$ cat config.mk
export PLATFORM = sky130hd
export DESIGN_NAME = instruction_fetch_unit_flat
export DESIGN_NICKNAME = d
export VERILOG_FILES = /design/src/rtl/instruction_fetch_unit_if.sv /design/src/rtl/instruction_fetch_unit.sv /design/src/flat_wrapper.sv
export SDC_FILE = /design/constraint.sdc
export NUM_CORES = 1
export LEC_CHECK = 0
export ABC_AREA = 1
export ABC_CLOCK_PERIOD_IN_PS = 1400
export CAP_MARGIN = 20
export CORE_ASPECT_RATIO = 0.8
export CORE_MARGIN = 2
export CORE_UTILIZATION = 40
export CTS_BUF_LIST = sky130_fd_sc_hd__clkbuf_16
export CTS_CLUSTER_DIAMETER = 50
export DETAILED_ROUTE_END_ITERATION = 12
export PLACE_DENSITY = 0.79
export SLEW_MARGIN = 15
export SYNTH_ARGS = -nofsm -noshare
export SYNTH_HDL_FRONTEND = slang
export SYNTH_SLANG_ARGS = --single-unit
$ cat constraint.sdc
create_clock -name clk -period 1.4 [get_ports clk]
set_input_delay 0.28 -clock clk [delete_from_list [all_inputs] [get_ports clk]]
set_output_delay 0.28 -clock clk [all_outputs]
set_load 0.03 [all_outputs]
$ cat src/rtl/instruction_fetch_unit_if.sv
// instruction_fetch_unit_if: instruction memory busy-wait read bus between the fetch unit and memory.
interface instruction_fetch_unit_if;
    logic        read;
    logic [31:0] address;
    logic [31:0] readdata;
    logic        busywait;
    modport master (output read, address, input readdata, busywait);
    modport slave (input read, address, output readdata, busywait);
endinterface

$ cat src/rtl/instruction_fetch_unit.sv
// instruction_fetch_unit: RV32 IF stage with one-entry hold buffer and redirect handling.
// Optional perf counters (perf_fetched, perf_bubbles) when IF_PERF_COUNTERS_EN is defined.
module instruction_fetch_unit #(
    parameter logic [31:0] RESET_PC = 32'h0000_0000
) (
    input  logic                      clk,
    input  logic                      rst_n,
    input  logic                      pc_src_en,
    input  logic [31:0]               pc_target,
    input  logic                      stall,
    input  logic                      flush,
    instruction_fetch_unit_if.master  imem,
    output logic [31:0]               if_id_pc,
    output logic [31:0]               if_id_pc_4,
    output logic [31:0]               if_id_instruction,
    output logic                      if_id_valid,
    output logic                      fetch_busy
`ifdef IF_PERF_COUNTERS_EN
    ,
    output logic [31:0]               perf_fetched,
    output logic [31:0]               perf_bubbles
`endif
);
    localparam logic [31:0] NOP = 32'h0000_0013;
    typedef enum logic [1:0] {BOOT, REQ, HOLD, DISCARD} state_t;
    state_t state, state_n;
    logic [31:0] pc, pc_n, hold_data, target;
    logic got, advance, load_valid, load_bubble;

    always_comb begin
        target = pc_target & ~32'h3;
        got = state == REQ && !imem.busywait;
        advance = !stall && (got || state == HOLD);
        load_valid = !flush && advance;
        load_bubble = flush || (!stall && ((state == REQ && imem.busywait) || state == DISCARD));
        pc_n = pc_src_en ? target : advance ? pc + 32'd4 : pc;
        // a redirect during an in-flight busy read must let that read finish at its old address
        state_n = pc_src_en ? (((state == REQ || state == DISCARD) && imem.busywait) ? DISCARD : REQ) :
                  state == BOOT ? REQ :
                  state == REQ ? ((got && stall) ? HOLD : REQ) :
                  state == HOLD ? (stall ? HOLD : REQ) :
                  (imem.busywait ? DISCARD : REQ);
    end

    assign fetch_busy = (state == REQ && imem.busywait) || state == DISCARD;

    always_ff @(posedge clk or negedge rst_n) begin
        if (!rst_n) begin
            state <= BOOT;
            pc <= RESET_PC;
            imem.address <= RESET_PC;
            imem.read <= 1'b0;
            hold_data <= '0;
            if_id_pc <= '0;
            if_id_pc_4 <= '0;
            if_id_instruction <= NOP;
            if_id_valid <= 1'b0;
        end else begin
            state <= state_n;
            pc <= pc_n;
            imem.address <= state_n == DISCARD ? imem.address : pc_n;
            imem.read <= state_n == REQ || state_n == DISCARD;
            hold_data <= pc_src_en ? '0 : (got && stall) ? imem.readdata : hold_data;
            if (load_bubble) begin
                if_id_pc <= '0;
                if_id_pc_4 <= '0;
                if_id_instruction <= NOP;
                if_id_valid <= 1'b0;
            end else if (load_valid) begin
                if_id_pc <= pc;
                if_id_pc_4 <= pc + 32'd4;
                if_id_instruction <= state == HOLD ? hold_data : imem.readdata;
                if_id_valid <= 1'b1;
            end
        end
    end

`ifdef IF_PERF_COUNTERS_EN
    always_ff @(posedge clk or negedge rst_n) begin
        if (!rst_n) begin
            perf_fetched <= '0;
            perf_bubbles <= '0;
        end else begin
            if (load_valid && perf_fetched != '1) perf_fetched <= perf_fetched + 32'd1;
            if (load_bubble && perf_bubbles != '1) perf_bubbles <= perf_bubbles + 32'd1;
        end
    end
`endif
endmodule

$ cat src/flat_wrapper.sv
// flat-port wrapper written by rule: the top's interface ports become plain ports
module instruction_fetch_unit_flat 
#(
    parameter logic [31:0] RESET_PC = 32'h0000_0000
)
  (clk, rst_n, pc_src_en, pc_target, stall, flush, if_id_pc, if_id_pc_4, if_id_instruction, if_id_valid, fetch_busy, imem_read, imem_address, imem_readdata, imem_busywait);
  instruction_fetch_unit_if imem_i ();
  input  logic clk;
  input  logic rst_n;
  input  logic pc_src_en;
  input  logic [31:0] pc_target;
  input  logic stall;
  input  logic flush;
  output logic [31:0] if_id_pc;
  output logic [31:0] if_id_pc_4;
  output logic [31:0] if_id_instruction;
  output logic if_id_valid;
  output logic fetch_busy;
  output wire logic [$bits(imem_i.read)-1:0] imem_read;
  output wire logic [$bits(imem_i.address)-1:0] imem_address;
  input wire logic [$bits(imem_i.readdata)-1:0] imem_readdata;
  input wire logic [$bits(imem_i.busywait)-1:0] imem_busywait;
  assign imem_read = imem_i.read;
  assign imem_address = imem_i.address;
  assign imem_i.readdata = imem_readdata;
  assign imem_i.busywait = imem_busywait;
  instruction_fetch_unit #(.RESET_PC(RESET_PC)) u_core (.clk(clk), .rst_n(rst_n), .pc_src_en(pc_src_en), .pc_target(pc_target), .stall(stall), .flush(flush), .imem(imem_i), .if_id_pc(if_id_pc), .if_id_pc_4(if_id_pc_4), .if_id_instruction(if_id_instruction), .if_id_valid(if_id_valid), .fetch_busy(fetch_busy));
endmodule
==> out/metrics.yaml <==
status: "complete, but fails checks"
violations: "negative setup slack"
p_comb_frac: 0.281
yosysTopAreaCell: "dfrtp_1"
vias: 9034
worst_pin_slew_ns: 0.3981
finalPower_uw: 15970
die_area_mm2: 0.02300
hold_start: "pc_src_en"
ys_seq_elements: 193
cap_violations: 0
overflow: 0
fin_crit_ns: 1.814
diodes: 0
cts.path.max_buffers: 2
routedWlPerCell_um: 20.69
max_stage_delay_ns: 0.42
netlist_area_mm2: 0.008718
finalHoldViolations: 0
grt_start_max_net_pins: 44
synthToLayoutAreaGrowth_pct: 66.02
cp_slowest_cell: "dfrtp_1"
start_util: 0.4055
synth_commonest_cells: "297 x nand2_1, 190 x dfrtp_1, 93 x inv_1"
final_area_mm2: 0.01447
yosys_warnings: 0
ys_seq_area_frac: 0.5544
crit_chain: "buf_4 > inv_1 > nor2_4 > nand2_4 > nor2_4 > xor2_2 > nand2_1 > nand2_1 > nand3_2 > nand2_2"
synth.distinct_cells: 34
cp-start-kind: "register"
whs_path_depth: 4
synthTopCellsByArea: "dfrtp_1 55%, nand2_1 13%, o21ai_1 4.1%, inv_1 4.0%, nand3_1 3.1%"
first_pass_iters: 6
post_dp_cell_area_mm2: 0.01216
ioPinCount: 201
fill_cells: 1492
power_density_mw_per_mm2: 1104
synth_nets: 1090
synth.most_common_cell: "nand2_1"
hold_path_class: "input port to register"
wl_mm: 33.85
io_buffers: 198
core-area_mm2: 0.02150
worst-path-max-fanout: 5
critPathCaptureType: "register"
die_h_um: 136.1
grt_util_all_layers: 0.2579
fin_ws_ns: -0.4135
clk_pin_slew_ns: 0.08
reg2regPathDepth: 10
p_leak_uw: 0.007022
grt_setup_unrepaired: "yes"
clkPwrFrac: 0.314
numCtsBuffers: 17
r2r_slack_ns: -0.41
drv_slew: 0
drive_above_1_share: 0.4048
ys.flop_type: "dfrtp_1"
p_seq_frac: 0.405
ant_nets: 0
peakVddDrop_uv: 875.0
routabilityCongestion: 0.9127
p_int_uw: 10620
layout.nets: 1419
htree_levels: 4
grt_first_pass_wirelength_mm: 45.82
drc: 0
p_sw_uw: 5358
synth_edf_count: 0
relSlewSlack: 0.7346
drtIter0Drc: 1136
cts.sinks: 193
whs_ns: 0.2834
setup_viol: 192
critical_path_class: "register to register"
clk_latency_ns: 0.44
cts_tree: "built"
r2r-end: "u_core.imem.address[17]"
max_freq_mhz: 551.4
die_w_um: 169.1
first_global_vias: 8576
switching_share: 0.3354
r2r-start: "u_core.pc[2]"
dp_hpwl_mm: 19.08
netlist_instances: 1019
fin_crit_sh: 1.295
hold_path_end: "u_core.state[1]"
skew_ns: 0.01275
synth.avg_cell_area_um2: 8.556
synthDominantCellAreaShare: 0.5454
antenna_found_initial: 0
required_ns: 1.78
root_buffer: "clkbuf_16"
rows: 48
worstPathArrival_ns: 2.20
via_per_inst: 5.522
ys_async_sr_fraction: 1.000
registers in the layout, summed over array words and instances, names as in the netlist:
signal,cells
u_core.hold_data,32
u_core.if_id_instruction,32
u_core.if_id_pc_4,32
u_core.imem.address,32
u_core.pc,32
u_core.if_id_pc,30
u_core.state,2
u_core.if_id_valid,1
per-layer routing:
layer / part of all wire / track usage / vias to the layer above
met4: 0.036 / 0.09164 / 0
met1: 0.40 / 0.3520 / 4395
met2: 0.47 / 0.4121 / 572
met5: 0 / 0 / -
met3: 0.092 / 0.05240 / 126
li1: - / - / 3941
repair_timing:
action | 4_1_cts | 5_1_grt
pin swaps | 55 | 58
gates cloned | 13 | 12
hold endpoints to repair | 32 | 0
hold buffers | 1 | 0
resized for setup | 453 | 241
setup endpoints to repair | 245 | 228
buffers inserted | 21 | 27
layout by cell type (no fill, tap or decap), drive strengths merged:
cell,synthesis,routed
a31oi,7,7
xnor2,1,1
dfstp,3,3
bufbuf,0,1
bufinv,0,1
nand3,54,54
nand2,304,304
mux2i,1,1
ha,1,1
a22oi,1,1
clkdlybuf4s50,0,65
a21oi,48,48
dfrtp,190,190
o22ai,15,15
inv,101,110
dlygate4sd3,0,1
clkbuf,10,27
or2,7,7
clkdlybuf4s15,0,1
o211ai,3,3
nor2,73,73
clkinvlp,0,3
o21ai,114,114
buf,44,286
and2,1,1
a22o,11,11
o211a,13,13
o21a,1,1
xor2,11,11
a21boi,5,5
clkinv,0,2
cell families (layout without fill, tap and decap cells):
logic type | Yosys count | after routing | share of synthesized area
AND/OR/NAND/NOR | 439 | 439 | 0.2065
buffers and inverters | 155 | 497 | 0.07965
adder cells (fa/ha/maj) | 1 | 1 | 0.001435
XOR/XNOR | 12 | 12 | 0.01206
multiplexers | 1 | 1 | 0.001148
AO/OA/AOI/OAI | 218 | 218 | 0.1448
flip-flops | 193 | 193 | 0.5544
power groups by stage:
stage	sequential [uW]	clock (uW)	combinational, uW
floorplan	6960	0	1120
global placement	6510	0	3470
detailed placement	6520	0	3550
CTS	6420	5000	3900
global route	6520	5250	4720
finish	6470	5020	4480
area by class of cell:
cell class | instances | area (um2) | share of cell area
Multi-Input combinational cell | 671 | 4086 | 0.2823
Clock buffer | 17 | 425.4 | 0.02939
Timing Repair Buffer | 364 | 4200 | 0.2902
Clock inverter | 15 | 163.9 | 0.01132
Sequential cell | 193 | 4842 | 0.3345
Inverter | 101 | 411.6 | 0.02844
Tap cell | 275 | 344.1 | 0.02377
critical path: cells and delay by family (launching register included):
family        cells  cell delay, ns
flops             1            0.42
buf+inv           2            0.23
xor+xnor          1            0.21
simple gates      7            0.88
worst max-delay path by stage:
stage	to	startpoint	slack (ns)	depth (start not counted)
after floorplan	u_core.if_id_pc_4[4]	u_core.state[0]	-0.25	11
after global placement	u_core.imem.address[22]	imem_busywait	-0.52	10
after detailed placement	u_core.imem.address[22]	imem_busywait	-0.57	10
after CTS	u_core.imem.address[22]	u_core.pc[2]	-0.28	12
after global routing	u_core.imem.address[17]	u_core.pc[2]	-0.49	10
final	u_core.imem.address[17]	u_core.pc[2]	-0.41	10
metrics by stage:
step | utilization | worst slack (ns) | setup TNS, ns | instances
global placement | 0.5655 | -0.5181 | -72.48 | 1532
detailed placement | 0.5655 | -0.5728 | -79.30 | 1532
CTS | 0.6335 | -0.2766 | -26.33 | 1599
finish | 0.6732 | -0.4135 | -47.19 | 1636
global route | 0.6732 | -0.4863 | -57.61 | 1636
floorplan | - | -0.2539 | -22.79 | 1019
No activity file was read; power rests on OpenSTA's default activity.
